File: src/rtl/iq_pkg.sv
// Shared types and helpers for the out-of-order issue queue.
// Entry fields are sized to the widest supported widths; narrower instances zero-extend.
package iq_pkg;

   localparam int DATA_W_DEF = 32;
   localparam int TAG_W_DEF  = 6;
   localparam int DATA_W_MAX = 64;
   localparam int TAG_W_MAX  = 8;

   typedef struct packed {
      logic                  occ;
      logic                  rs1_valid;
      logic [TAG_W_MAX-1:0]  rs1_tag;
      logic [DATA_W_MAX-1:0] rs1_data;
      logic                  rs2_valid;
      logic [TAG_W_MAX-1:0]  rs2_tag;
      logic [DATA_W_MAX-1:0] rs2_data;
      logic [TAG_W_MAX:0]    rd_token;
      logic [6:0]            opcode;
      logic [2:0]            funct3;
      logic [6:0]            funct7;
      logic [DATA_W_MAX-1:0] imm;
      logic [DATA_W_MAX-1:0] pc;
   } iq_entry_t;

   typedef enum logic [1:0] {
      SEL_HOLD  = 2'd0,
      SEL_SHIFT = 2'd1,
      SEL_LOAD  = 2'd2,
      SEL_CLEAR = 2'd3
   } slot_sel_e;

   // True when a still-missing operand is satisfied by this cycle's broadcast.
   function automatic logic tag_match(input logic                 valid,
                                      input logic [TAG_W_MAX-1:0] tag,
                                      input logic                 cdb_valid,
                                      input logic [TAG_W_MAX-1:0] cdb_tag);
      return !valid && cdb_valid && (tag == cdb_tag);
   endfunction

endpackage

File: src/rtl/iq_slot.sv
// One issue-queue entry register with next-value select and CDB operand capture.
// Registered output; the capture applies to whichever value is being written this cycle.
module iq_slot
   import iq_pkg::*;
(
   input  logic                  clk,
   input  logic                  rst,
   input  slot_sel_e             sel,
   input  iq_entry_t             above_entry,
   input  iq_entry_t             load_entry,
   input  logic                  cdb_valid,
   input  logic [TAG_W_MAX-1:0]  cdb_tag,
   input  logic [DATA_W_MAX-1:0] cdb_data,
   output iq_entry_t             entry,
   output logic                  ready
);

   iq_entry_t entry_q, entry_d, base;

   always_comb begin
      base = entry_q;
      case (sel)
         SEL_SHIFT: base = above_entry;
         SEL_LOAD:  base = load_entry;
         SEL_CLEAR: base = '0;
         default:   base = entry_q;
      endcase

      entry_d = base;
      if (base.occ && tag_match(base.rs1_valid, base.rs1_tag, cdb_valid, cdb_tag)) begin
         entry_d.rs1_valid = 1'b1;
         entry_d.rs1_data  = cdb_data;
      end
      if (base.occ && tag_match(base.rs2_valid, base.rs2_tag, cdb_valid, cdb_tag)) begin
         entry_d.rs2_valid = 1'b1;
         entry_d.rs2_data  = cdb_data;
      end
   end

   always_ff @(posedge clk or posedge rst) begin
      if (rst) entry_q <= '0;
      else     entry_q <= entry_d;
   end

   assign entry = entry_q;
   assign ready = entry_q.occ & entry_q.rs1_valid & entry_q.rs2_valid;

endmodule

File: src/rtl/issue_queue_n.sv
// Collapsing out-of-order issue queue: oldest ready entry offered on a valid/ready port.
// Dispatch-to-issue 1 cycle; disp_ready = count < DEPTH (no same-cycle slot reuse when full).
module issue_queue_n
   import iq_pkg::*;
#(
   parameter int DEPTH  = 4,
   parameter int DATA_W = DATA_W_DEF,
   parameter int TAG_W  = TAG_W_DEF,
   parameter int IMM_EN = 1,
   parameter int PC_EN  = 1
)(
   input  logic                         clk,
   input  logic                         rst,
   input  logic                         disp_valid,
   output logic                         disp_ready,
   input  logic [DATA_W-1:0]            disp_rs1_data,
   input  logic [DATA_W-1:0]            disp_rs2_data,
   input  logic [TAG_W-1:0]             disp_rs1_tag,
   input  logic [TAG_W-1:0]             disp_rs2_tag,
   input  logic                         disp_rs1_valid,
   input  logic                         disp_rs2_valid,
   input  logic [TAG_W:0]               disp_rd_token,
   input  logic [6:0]                   disp_opcode,
   input  logic [6:0]                   disp_funct7,
   input  logic [2:0]                   disp_funct3,
   input  logic [DATA_W-1:0]            disp_imm,
   input  logic [DATA_W-1:0]            disp_pc,
   input  logic                         cdb_valid,
   input  logic [TAG_W-1:0]             cdb_tag,
   input  logic [DATA_W-1:0]            cdb_data,
   input  logic                         flush,
   output logic                         issue_valid,
   input  logic                         issue_ready,
   output logic [DATA_W-1:0]            issue_rs1_data,
   output logic [DATA_W-1:0]            issue_rs2_data,
   output logic [DATA_W-1:0]            issue_imm,
   output logic [DATA_W-1:0]            issue_pc,
   output logic [TAG_W:0]               issue_rd_token,
   output logic [6:0]                   issue_opcode,
   output logic [6:0]                   issue_funct7,
   output logic [2:0]                   issue_funct3,
   output logic [$clog2(DEPTH+1)-1:0]   count
);

   localparam int CW = $clog2(DEPTH+1);
   localparam int IW = $clog2(DEPTH);

   iq_entry_t  entries   [DEPTH];
   iq_entry_t  above     [DEPTH];
   slot_sel_e  slot_sel  [DEPTH];
   logic [DEPTH-1:0] ready_vec;

   iq_entry_t  load_entry, sel_entry;
   logic [IW-1:0] sel_idx;
   logic [CW-1:0] count_q, count_d, ins_idx;
   logic any_ready, issue_fire, disp_fire;
   logic unused_sel;

   always_comb begin
      load_entry           = '0;
      load_entry.occ       = 1'b1;
      load_entry.rs1_valid = disp_rs1_valid;
      load_entry.rs1_tag   = TAG_W_MAX'(disp_rs1_tag);
      load_entry.rs1_data  = DATA_W_MAX'(disp_rs1_data);
      load_entry.rs2_valid = disp_rs2_valid;
      load_entry.rs2_tag   = TAG_W_MAX'(disp_rs2_tag);
      load_entry.rs2_data  = DATA_W_MAX'(disp_rs2_data);
      load_entry.rd_token  = (TAG_W_MAX+1)'(disp_rd_token);
      load_entry.opcode    = disp_opcode;
      load_entry.funct3    = disp_funct3;
      load_entry.funct7    = disp_funct7;
      load_entry.imm       = (IMM_EN != 0) ? DATA_W_MAX'(disp_imm) : '0;
      load_entry.pc        = (PC_EN != 0)  ? DATA_W_MAX'(disp_pc)  : '0;
   end

   // Lowest index wins: slot 0 is the oldest entry.
   always_comb begin
      any_ready = 1'b0;
      sel_idx   = '0;
      for (int i = DEPTH-1; i >= 0; i--) begin
         if (ready_vec[i]) begin
            any_ready = 1'b1;
            sel_idx   = IW'(i);
         end
      end
   end

   assign disp_ready  = (count_q < CW'(DEPTH));
   assign issue_valid = any_ready && !flush;
   assign issue_fire  = issue_valid && issue_ready;
   assign disp_fire   = disp_valid && disp_ready && !flush;
   assign ins_idx     = issue_fire ? (count_q - CW'(1)) : count_q;

   // A slot loaded with the new entry never also needs the shifted copy: the
   // slot above the insert point is always empty.
   always_comb begin
      for (int i = 0; i < DEPTH; i++) begin
         slot_sel[i] = SEL_HOLD;
         if (flush)
            slot_sel[i] = SEL_CLEAR;
         else if (disp_fire && (ins_idx == CW'(i)))
            slot_sel[i] = SEL_LOAD;
         else if (issue_fire && (IW'(i) >= sel_idx))
            slot_sel[i] = SEL_SHIFT;
      end
   end

   always_comb begin
      for (int i = 0; i < DEPTH-1; i++) above[i] = entries[i+1];
      above[DEPTH-1] = '0;
   end

   for (genvar g = 0; g < DEPTH; g++) begin : g_slot
      iq_slot u_slot (
         .clk         (clk),
         .rst         (rst),
         .sel         (slot_sel[g]),
         .above_entry (above[g]),
         .load_entry  (load_entry),
         .cdb_valid   (cdb_valid),
         .cdb_tag     (TAG_W_MAX'(cdb_tag)),
         .cdb_data    (DATA_W_MAX'(cdb_data)),
         .entry       (entries[g]),
         .ready       (ready_vec[g])
      );
   end

   always_comb begin
      count_d = count_q;
      if (flush)
         count_d = '0;
      else begin
         case ({disp_fire, issue_fire})
            2'b10:   count_d = count_q + CW'(1);
            2'b01:   count_d = count_q - CW'(1);
            default: count_d = count_q;
         endcase
      end
   end

   always_ff @(posedge clk or posedge rst) begin
      if (rst) count_q <= '0;
      else     count_q <= count_d;
   end

   assign count = count_q;

   assign sel_entry      = issue_valid ? entries[sel_idx] : '0;
   assign issue_rs1_data = sel_entry.rs1_data[DATA_W-1:0];
   assign issue_rs2_data = sel_entry.rs2_data[DATA_W-1:0];
   assign issue_imm      = (IMM_EN != 0) ? sel_entry.imm[DATA_W-1:0] : '0;
   assign issue_pc       = (PC_EN != 0)  ? sel_entry.pc[DATA_W-1:0]  : '0;
   assign issue_rd_token = sel_entry.rd_token[TAG_W:0];
   assign issue_opcode   = sel_entry.opcode;
   assign issue_funct7   = sel_entry.funct7;
   assign issue_funct3   = sel_entry.funct3;

   // Zero-extension headroom and the occupied bit are never driven out.
   assign unused_sel = ^sel_entry;

endmodule
File: config.mk
export PLATFORM = sky130hd
export DESIGN_NAME = issue_queue_n
export DESIGN_NICKNAME = d
export VERILOG_FILES = /design/src/rtl/iq_pkg.sv /design/src/rtl/iq_slot.sv /design/src/rtl/issue_queue_n.sv
export SDC_FILE = /design/constraint.sdc
export NUM_CORES = 2
export LEC_CHECK = 0
export CAP_MARGIN = 5
export CORE_ASPECT_RATIO = 1.1
export CORE_MARGIN = 2
export CORE_UTILIZATION = 52
export CTS_CLUSTER_DIAMETER = 150
export DETAILED_ROUTE_END_ITERATION = 8
export PLACE_DENSITY_LB_ADDON = 0.2
export SLEW_MARGIN = 20
export SYNTH_ARGS = -nofsm -noshare
export SYNTH_HDL_FRONTEND = slang
export SYNTH_SLANG_ARGS = --single-unit
File: constraint.sdc
create_clock -name clk -period 24.3 [get_ports clk]
set_input_delay 4.86 -clock clk [delete_from_list [all_inputs] [get_ports clk]]
set_output_delay 4.86 -clock clk [all_outputs]
set_load 0.005 [all_outputs]
# Word level (Yosys, flattened, before mapping)

Cells that the tools add are included.

Register bits after elaboration: 1207
Input port bits: 210
Output and inout port bits: 157
Word-level logic and storage cells: 202

$add $sub $neg: 2
$lt $le $gt $ge: 6
Eq/ne operators: 25
Muxes and demuxes: 47
Bitwise gates (word level): 9
Reductions and logical operators: 60

Operators by type and width:

| kind                | number |
|---|---|
| $pmux 301 s3        | 3 |
| $mux 259            | 3 |
| $bmux 301 s2        | 1 |
| $pmux 301 s2        | 1 |
| $mux 64             | 8 |
| $eq 8x6->1          | 8 |
| $logic_and 1x1->1   | 36 |
| $mux 2              | 12 |
| $reduce_bool 4->1   | 6 |
| $eq 2x2->1 const B  | 9 |
| $reduce_bool 3->1   | 6 |
| $mux 1              | 16 |
| $eq 2x1->1 const B  | 5 |
| $logic_not 1->1     | 9 |
| $and 1x1->1         | 8 |
| $eq 3x2->1 const B  | 2 |
| $mux 3              | 2 |
| $pmux 3 s2          | 1 |
| $ge 1x2->1 const A  | 2 |
| $ge 2x2->1 const A  | 2 |
| $add 3x1->3 const B | 1 |
| $eq 3x1->1 const B  | 1 |
| $ge 3x3->1 const B  | 1 |
| $logic_not 3->1     | 1 |
| other kinds (5)     | 5 |

# Depth between registers and ports, before layout

Depth after elaboration: 21
Depth in mapped cells: 22

# Modules after synthesis

Synthesis repeated with hierarchy kept, for this count alone.

Cell total of the unflattened synthesis: 6718
Area, all modules: 67374.6 um^2

By module, submodules not included:

| module                          | times used | cells an instance | area each (um^2) | seq. area each (um^2) |
|---|---|---|---|---|
| iq_slot at g_slot[1].u_slot ... | 3          | 1470              | 15616.2          | 7532.2 |
| iq_slot at g_slot[0].u_slot     | 1          | 1518              | 15210.8          | 7532.2 |
| issue_queue_n                   | 1          | 790               | 5315.1           | 75.1 |

# Least setup slack after synthesis

Ideal clock, no wire load.

Path type: input-to-output
Start point: input port flush
End point: output port issue_funct3[1]
Data arrival time: 5.796 ns
Slack: 13.644 ns
Stages on the path: 4
Path buffers: 2
Path through: nor2_1 > clkbuf_1 > clkbuf_1 > and2_1

Longest elaborated chain between the ends: 3

Ends and longest elaborated chain:

| what               | RTL line             | text |
|---|---|---|
| start: declaration | issue_queue_n.sv:31  | `input logic flush,` |
| $logic_not 1->1    | issue_queue_n.sv:89  | `assign issue_valid = any_ready && !flush;` |
| $logic_and 1x1->1  | issue_queue_n.sv:89  |  |
| $mux 259           | issue_queue_n.sv:148 | `assign sel_entry = issue_valid ? entries[sel_idx] : '0;` |
| end: declaration   | issue_queue_n.sv:41  | `output logic [2:0] issue_funct3,` |

No other way between the ends.

# Worst setup path in the final report

Same ends and word-level chain as after synthesis.

==> reports/qor.yml <==
outcome: "finished clean"
chipWidth_um: 258
place_hpwl_um: 64900
max_cap_violations: 0
power-per-cell-area_nw_per_um2: 67.7
nets_in_the_synthesized_netlist: 3854
total_number_of_placement_rows: 102
synthesis.area_um2: 36800
yosys_warning_total: 0
grt-ovfl-total: 0
seqPwrFrac_pct: 44.8
wire_per_inst_um: 25.5
dominantRegCellSynth: "sky130_fd_sc_hd__dfrtp_1"
crit_required_ns: 19.44
seqCellArea_um2: 17200
boundaryPins: 367
drt_drc_violations_left: 0
route.final.wire_length_um: 121000
hold_buffers: 0
hold_path.class: "flip-flop to flip-flop"
tritoncts_sinks: 687
synth-seq-cells: 687
clk_root_buffer_cell: "sky130_fd_sc_hd__clkbuf_16"
post-cts-setup-buffer-count: 0
vias: 31900
slew_viol_final: 0
first_pass_grt_wire_length_um: 188000
met3_length_um: 11800
via_per_inst: 6.71
drive_gt1_share_pct: 9.38
firstDrtPassIters: 6
synth_sequential_area_ratio_pct: 46.7
pre_cts_slack_ns: 12.30
postSynthCellCount: 3630
skew_ns: 0.0303
antenna_found_initial: 29
final_min_period_over_clock_period_pct: 49.5
met2RoutedLength_um: 56900
place.gp.congestion: 0.834
hold_depth: 2
dieArea_um2: 72900
timing_hold_violations_final: 0
cts-htree-levels: 3
post_route_insts_no_fill: 4759
most-common-layout-cells: "687 x sky130_fd_sc_hd__dfrtp_1, 499 x sky130_fd_sc_hd__a22oi_1, 495 x sky130_fd_sc_hd__o21ai_0"
crit-reg2reg-capture: "g_slot[0].u_slot.entry[166]"
drt-met1-wl_um: 48400
dpl_cell_area_um2: 40800
async_reset_ff_share_pct: 100
cts.clk_slew.worst_paths_ns: 0.06
worst_setup_path_start_kind: "input pin"
final_nets: 3977
worst_slew_pin_slew_ns: 1.18
slew_headroom_pct: 21.5
power.share.combinational_pct: 17.2
synth_edf_count: 0
post_cts_resize_count: 0
r2r_slack_ns: 18.29
finish.instance_area_um2: 43200
grtUsageTotal_pct: 32.7
syn_to_final_growth_pct: 17.3
r2r.worst_path.cells: 18
hold_path.startpoint: "g_slot[0].u_slot.entry[129]"
power.ir.vdd_worst_mv: 0.0599
cts-root-to-sink-buffers: 3
clock_tree_from_tritoncts: "yes"
cts_buffers: 76
setup_tns_ns: 0
place.detailed.instances: 4611
mostFrequentLayoutCell: "sky130_fd_sc_hd__dfrtp_1"
hold_path_end: "g_slot[0].u_slot.entry[129]"
io_buffers: 366
switching_share_of_power_pct: 29.0
achievable-frequency_ghz: 0.0831
worst_setup_path_end_kind: "primary output"
power_leakage_nw: 17.8
multi_input_area_um2: 18200
routed.top_layer: "met5"
synthesis.area_per_instance_um2: 10.1
std_cell_core_area_um2: 70200
cp_data_arrival_time_ns: 7.17
setup_ws_ns: 12.27
switching_power_w: 0.000848
dr.first_iter.drc_count: 3475
power_internal_w: 0.00208
grt_pass1_vias: 31600
postRouteAntennaNets: 0
timing.final.crit_period_ns: 12.03
layout.filler_cells: 5824
rr_startpoint: "count[0]"
start_util_pct: 52.4
clock_power_share_pct: 38.0
die_h_um: 283
insertion_delay_ns: 0.62
grt_setup_unrepaired: "false"
criticalPathCategory: "input pin to primary output"
maximum_number_of_pins_on_one_net_before_global_route_repair: 173
yosys.cell_types.count: 60
timing.critical_path.fanout_max: 75
setup_violations: 0
## logic make-up (layout without fill, tap and decap cells)
kind of cell,after synthesis,in the layout,share of synthesized area (%)
buffers and inverters,412,587,4.52
other,0,18,0
adder cells (fa/ha/maj),15,15,0.503
AO/OA/AOI/OAI,1422,1422,26.0
multiplexers,218,218,11.1
AND/OR/NAND/NOR,836,836,10.3
flip-flops,687,687,46.7
XOR/XNOR,40,40,0.952
## through the flow
stage	util (%)	hold WS (ns)	power [W]
2_1_floorplan	-	0.445	0.00162
3_5_place_dp	58.1	0.469	0.00182
4_1_cts	61.4	0.484	0.00293
3_3_place_gp	58.1	0.460	0.00181
5_1_grt	61.5	0.505	0.00303
6_report	61.5	0.480	0.00292
## state kept, by name (all words and copies together) (netlist names)
| name | flops |
|---|---|
| count | 3 |
| g_slot.u_slot.entry | 684 |
## per-layer routing
| layer | global-route usage [%] | up-vias |
|---|---|---|
| li1 | - | 13800 |
| met1 | 44.9 | 15900 |
| met2 | 51.3 | 1859 |
| met3 | 6.80 | 297 |
| met4 | 12.7 | 26 |
| met5 | 0 | - |
## worst max-delay path by stage
| stage | cells after the start | start | slack (ns) | to |
|---|---|---|---|---|
| 6_report | 5 | flush | 12.27 | issue_funct3[1] |
| 5_1_grt | 5 | flush | 12.14 | issue_rd_token[5] |
| 4_1_cts | 5 | flush | 12.28 | issue_rs2_data[16] |
| 3_3_place_gp | 5 | flush | 12.40 | issue_rs2_data[15] |
| 3_5_place_dp | 5 | flush | 12.30 | issue_funct3[1] |
| 2_1_floorplan | 1 | rst | 0.18 | count[0] |
## worst max-delay path: stages
cell and delay, ns:
sky130_fd_sc_hd__clkdlybuf4s50_1 0.74, sky130_fd_sc_hd__nor2_4 0.23, sky130_fd_sc_hd__buf_4 0.48, sky130_fd_sc_hd__and2_1 0.23, sky130_fd_sc_hd__clkdlybuf4s50_1 0.51
## cells in the mapped netlist (11+ instances only)
cell,instances,area [µm²]
sky130_fd_sc_hd__dfrtp_1,687,17200
sky130_fd_sc_hd__a22oi_1,499,3750
sky130_fd_sc_hd__o21ai_0,495,2480
sky130_fd_sc_hd__nand2_1,455,1710
sky130_fd_sc_hd__clkbuf_1,271,1020
sky130_fd_sc_hd__a22o_1,156,1370
sky130_fd_sc_hd__and2_1,156,976
sky130_fd_sc_hd__mux4_2,152,3420
sky130_fd_sc_hd__nor2_1,137,514
sky130_fd_sc_hd__a21oi_1,129,646
sky130_fd_sc_hd__mux2i_1,65,651
sky130_fd_sc_hd__a221o_1,64,641
sky130_fd_sc_hd__buf_2,57,285
sky130_fd_sc_hd__inv_1,42,158
sky130_fd_sc_hd__buf_1,36,135
sky130_fd_sc_hd__o211ai_1,34,255
sky130_fd_sc_hd__nand3_1,25,125
sky130_fd_sc_hd__xnor2_1,25,219
sky130_fd_sc_hd__xor2_1,15,131
sky130_fd_sc_hd__ha_1,14,175
sky130_fd_sc_hd__nand2b_1,12,75.1
sky130_fd_sc_hd__a31oi_1,11,68.8
## final cells by class
| type | instances | area share, % |
|---|---|---|
| sequential | 687 | 39.8 |
| multi-input combinational | 2531 | 42.1 |
| inverter | 42 | 0.383 |
| timing repair buffer | 415 | 9.48 |
| clock buffer | 114 | 5.21 |
| antenna | 18 | 0.104 |
| clock inverter | 16 | 0.194 |
| tap | 936 | 2.71 |
## power groups by stage
| stage | sequential, W | clock [W] | combinational (W) |
|---|---|---|---|
| 4_1_cts | 0.00131 | 0.00112 | 0.000495 |
| 3_3_place_gp | 0.00132 | 0 | 0.000489 |
| 2_1_floorplan | 0.00131 | 0 | 0.000310 |
| 3_5_place_dp | 0.00133 | 0 | 0.000492 |
| 6_report | 0.00131 | 0.00111 | 0.000503 |
| 5_1_grt | 0.00132 | 0.00117 | 0.000540 |
No activity file was read; power rests on OpenSTA's default activity.
